[src/rtl/sevenseg_pkg.sv]
// sevenseg_pkg: segment type, special segment codes and the BCD-to-segment decode
// shared by the scan driver and the standalone decoder.
package sevenseg_pkg;
    typedef logic [6:0] seg_t;
    localparam seg_t SEG_BLANK = 7'h7F;
    localparam seg_t SEG_DASH  = 7'h3F;
    // Active-low {g,f,e,d,c,b,a}; anything above 9 renders as a dash.
    function automatic seg_t bcd_to_seg_code(input logic [3:0] bcd);
        case (bcd)
            4'd0:    return 7'h40;
            4'd1:    return 7'h79;
            4'd2:    return 7'h24;
            4'd3:    return 7'h30;
            4'd4:    return 7'h19;
            4'd5:    return 7'h12;
            4'd6:    return 7'h02;
            4'd7:    return 7'h78;
            4'd8:    return 7'h00;
            4'd9:    return 7'h10;
            default: return SEG_DASH;
        endcase
    endfunction
endpackage

[src/rtl/bcd_to_seg.sv]
// bcd_to_seg: combinational 4-bit BCD to active-low seven-segment decoder.
module bcd_to_seg
    import sevenseg_pkg::*;
(
    input  logic [3:0] bcd,
    output seg_t       seg
);
    assign seg = bcd_to_seg_code(bcd);
endmodule

[src/rtl/sevenseg_scan_driver.sv]
// sevenseg_scan_driver: time-multiplexed common-anode display driver with a shadow
// register, leading-zero blanking and a frame-complete pulse.
module sevenseg_scan_driver
    import sevenseg_pkg::*;
#(
    parameter int NUM_DIGITS  = 4,
    parameter int REFRESH_DIV = 50000
) (
    input  logic                    clk,
    input  logic                    reset,
    input  logic [4*NUM_DIGITS-1:0] bcd_in,
    input  logic                    load,
    input  logic                    blank_lz,
    output logic [6:0]              seg,
    output logic [NUM_DIGITS-1:0]   an,
    output logic                    frame_done
);
    localparam int PW = $clog2(REFRESH_DIV);
    localparam int IW = $clog2(NUM_DIGITS);
    typedef enum logic {OFF, SCAN} state_t;
    state_t                  state, state_next;
    logic [PW-1:0]           presc;
    logic [IW-1:0]           idx, idx_next;
    logic [4*NUM_DIGITS-1:0] shadow;
    logic [NUM_DIGITS-1:0]   nz;
    logic                    above, tick, blank, fd_next;
    logic [3:0]              nibble;
    seg_t                    code;
    assign tick     = presc == PW'(REFRESH_DIV - 1);
    assign idx_next = idx == IW'(NUM_DIGITS - 1) ? '0 : idx + 1'b1;
    assign nibble   = shadow[4*idx_next +: 4];
    // nz[i] is set when digit i or any digit above it is nonzero (dash codes count).
    always_comb begin
        nz    = '0;
        above = 1'b0;
        for (int k = NUM_DIGITS - 1; k >= 0; k--) begin
            above = above | (shadow[4*k +: 4] != 4'd0);
            nz[k] = above;
        end
    end
    assign blank = blank_lz && idx_next != '0 && !nz[idx_next];
    bcd_to_seg u_dec (.bcd(nibble), .seg(code));
    always_comb begin
        state_next = tick ? SCAN : state;
        fd_next    = tick && state == SCAN && idx == IW'(NUM_DIGITS - 1);
    end
    always_ff @(posedge clk or posedge reset) begin
        if (reset) begin
            state      <= OFF;
            presc      <= '0;
            idx        <= IW'(NUM_DIGITS - 1);
            shadow     <= '0;
            an         <= '1;
            seg        <= SEG_BLANK;
            frame_done <= 1'b0;
        end else begin
            state      <= state_next;
            presc      <= tick ? '0 : presc + 1'b1;
            frame_done <= fd_next;
            if (load) shadow <= bcd_in;
            if (tick) begin
                idx <= idx_next;
                an  <= ~(NUM_DIGITS'(1) << idx_next);
                seg <= blank ? SEG_BLANK : code;
            end
        end
    end
endmodule

[config.mk]
export PLATFORM = sky130hd
export DESIGN_NAME = sevenseg_scan_driver
export DESIGN_NICKNAME = d
export VERILOG_FILES = /design/src/rtl/sevenseg_pkg.sv /design/src/rtl/bcd_to_seg.sv /design/src/rtl/sevenseg_scan_driver.sv
export SDC_FILE = /design/constraint.sdc
export NUM_CORES = 1
export LEC_CHECK = 0
export BUFFER_PORTS_ARGS = -buffer_cell sky130_fd_sc_hd__buf_2
export CORE_MARGIN = 2
export CORE_UTILIZATION = 59
export CTS_BUF_LIST = sky130_fd_sc_hd__clkbuf_8
export DETAILED_ROUTE_END_ITERATION = 10
export PLACE_DENSITY = 0.91
export SYNTH_ARGS = -nofsm -noshare
export SYNTH_HDL_FRONTEND = slang
export SYNTH_SLANG_ARGS = --single-unit
[constraint.sdc]
create_clock -name clk -period 2.85 [get_ports clk]
set_clock_uncertainty 0.05 [all_clocks]
set_input_delay 0.4275 -clock clk [delete_from_list [all_inputs] [get_ports clk]]
set_output_delay 0.4275 -clock clk [all_outputs]
set_load 0.01 [all_outputs]
==> impl_results.md <==
* Status: complete, no violations
* Critical Path Source Type: flip-flop
* R2R Path End: seg[3]
* Post-Layout Inst Area at 0.00267 sq mm
* Non-Filler Instances at 288
* Clk sinks at 47
* RSZ-0062 raised after global routing: false
* Post-Syn Instances at 203
* Largest net degree at the start of global routing at 31
* Post-synthesis sequential area ratio at 0.516
* DRT Wirelength at 4260 um
* # Post-CTS Setup Buffers at 0
* Post-synthesis instance area at 0.00231 sq mm
* Vias at 1,629
* Crit path kind: reg -> reg
* Slew Limit Fails at 0
* Post-synthesis cell type count at 37
* Final Util at 0.718
* Post-Route M1 WL at 2010 um
* Max cap viols at 0
* DRC violations left at 0
* Critical-path cell list: inv_1 > ha_1 > mux2_2 > mux2_2 > inv_1 > ha_1 > nor2b_1 > o21ai_0 > o211ai_1 > a31oi_1
* Pre-CTS setup slack at 0.223 ns
* Total track usage at 0.227
* Static Leak at 1.18 nW
* DR pass1 iterations at 4
* Clk slew on worst S/H paths at 0.09 ns
* Clk Latency, worst-skew pair at 0.30 ns
* Worst path slowest cell: dfstp_2
* TNS Setup at 0 ns
* Final setup fails at 0
* Root Buffer: clkbuf_8
* Max Fclk at 378 MHz
* Setup WS post-layout at 0.208 ns
* Gpl congestion at 0.822
* Starting Density at 0.622
* Core region area at 0.00372 sq mm
* Ports at 32
* Final period utilization at 0.927
* Final-report hold violation count at 0
* # fillers at 262
* Most frequent cells in the layout: dfrtp_1 (34), buf_2 (31), nor2_1 (23)
* Worst VDD drop at 0.000460 V
* Die area at 0.00443 sq mm
* Starting DRT DRC Count at 107
* CP Data Required Time at 3.03 ns
* Number of gates resized after cts at 0
* Slew HR at 0.321
* CTS max path bufs at 2
* Cell family with most CP delay: multiplexers
* Critical Path End Type: flip-flop
* Crit path from: idx[0]
* FF-to-FF Start: idx[0]
* Routed len/inst at 14.8 um
* Power share of the combinational group at 0.092
* Met3 routed WL at 236 um
* Worst-case reg-to-reg path depth at 10
* Fraction of layout cells with a size suffix above 1 at 0.367
* Row cnt at 22
* Switching share of power at 0.221
* Placed cells at 280
* Initial antenna violation count at 0
* Final worst path period need at 2.64 ns
* Syn. warnings at 0
* Commonest non-fill, non-tap cell in the layout: dfrtp_1
* Power density cells at 532 mW/mm^2
* Reg2Reg Setup Slack at 0.21 ns
* Register bit total from synthesis at 47
* Slew @ Worst Pin at 1.01 ns
* Internal Power at 1.10 mW
* Num CTS Buffers at 5
* NumNets Final at 267
* CTS tree: built
* Global-route wire length before repair at 7420 um
* Critical Path Stages at 10
* Hold WC Path Type: in -> async
* CTS Hold Bufs at 0
* Via count of the first global-routing pass at 1,563
* Synthesized area per cell at 11.4 sq um
* Routed wl met2 at 1940 um
* Clk pwr share at 0.406
* Net count after synthesis at 231
* Net Switching at 0.314 mW
* Top Metal Used: met4
* Routed Antenna Nets at 0
* PortBufs at 31
* Max H-tree Level at 2
* Die width at 66.6 um
* Worst path bufs/invs at 2
* DIE HEIGHT at 66.6 um
* HPWL Detailed at 3010 um
* Worst Setup EP: seg[3]
* Via/cell ratio at 5.66
* DP Area at 0.00253 sq mm
* Crit Path Max Fanout at 8
* Gr ovfl total at 0
* Sequential fraction of design power at 0.502
* Critical Path Max Stage Delay at 0.67 ns
* Antenna Cells at 0
* Critical Path AT at 2.82 ns
* Area delta synth->final at 15.4%
## final cells by class
type,instances,area (sq um),share of cell area
Clock buffer,5,68.8,0.0258
Clock inverter,3,67.6,0.0253
Inverter,8,30.0,0.0113
Multi-Input combinational cell,140,1050,0.393
Sequential cell,47,1190,0.447
Tap cell,48,60.1,0.0225
Timing Repair Buffer,37,200,0.0751
## cell usage after synthesis, drive strengths merged
library cell	number	area, sq um
a2111oi	1	27.5
a211oi	2	15.0
a21oi	9	45.0
a31o	1	8.76
a31oi	5	31.3
and3	3	20.0
buf	4	32.5
clkbuf	4	15.0
dfrtp	34	851
dfstp	13	342
ha	8	100
inv	8	30.0
mux2	22	248
mux2i	2	20.0
mux4	2	45.0
nand2	9	33.8
nand2b	1	6.26
nand3	4	20.0
nand3b	2	15.0
nand4	4	25.0
nor2	24	92.6
nor2b	4	25.0
nor3	3	20.0
nor3b	1	7.51
nor4	5	31.3
nor4b	1	8.76
o211ai	3	22.5
o21ai	8	40.0
o22ai	1	6.26
or2	1	6.26
or3	1	6.26
xnor2	7	61.3
xor2	6	52.6
## metal layers
metal  vias to the layer above  GRT usage
li1                        787          -
met1                       779      0.316
met2                        56      0.341
met3                         7     0.0557
met4                         0     0.0893
met5                         -          0
## per-stage QoR
step	hold slack (ns)	total power [mW]
6_report	0.179	1.42
5_1_grt	0.237	1.48
4_1_cts	0.194	1.43
3_5_place_dp	0.400	0.852
3_3_place_gp	0.394	0.845
2_1_floorplan	0.381	0.810
## worst reg2reg max path, stage by stage, from the launching register on
cell      delay (ns)
dfstp_2         0.67
inv_1           0.12
ha_1            0.33
mux2_2          0.39
mux2_2          0.31
inv_1           0.11
ha_1            0.17
nor2b_1         0.05
o21ai_0         0.07
o211ai_1        0.10
a31oi_1         0.19
## worst min path at each step
| stage | start | to |
|---|---|---|
| finish | reset | presc[6] |
| detailed placement | state | state |
| global placement | state | state |
| global route | reset | shadow[11] |
| CTS | reset | presc[6] |
| floorplan | state | state |
## cell families after synthesis
logic type	count (synthesis)	synth area share
AO/OA/AOI/OAI	30	0.0850
XOR/XNOR	13	0.0493
adder cells (fa/ha/maj)	8	0.0433
buffers and inverters	16	0.0336
flip-flops	47	0.516
multiplexers	26	0.135
AND/OR/NAND/NOR	63	0.138
## power groups by stage
stage               Combinational (mW)  Sequential (mW)  Clock [mW]
floorplan                       0.0957            0.714           0
finish                           0.131            0.712       0.576
CTS                              0.131            0.710       0.585
global placement                 0.123            0.721           0
detailed placement               0.129            0.723           0
global route                     0.147            0.715       0.615
## sequential cells by signal, summed over array words and instances (netlist names)
register and count:
an 4, frame_done 1, idx 2, presc 16, seg 7, shadow 16, state 1
Power figures use the tool's default switching activity.
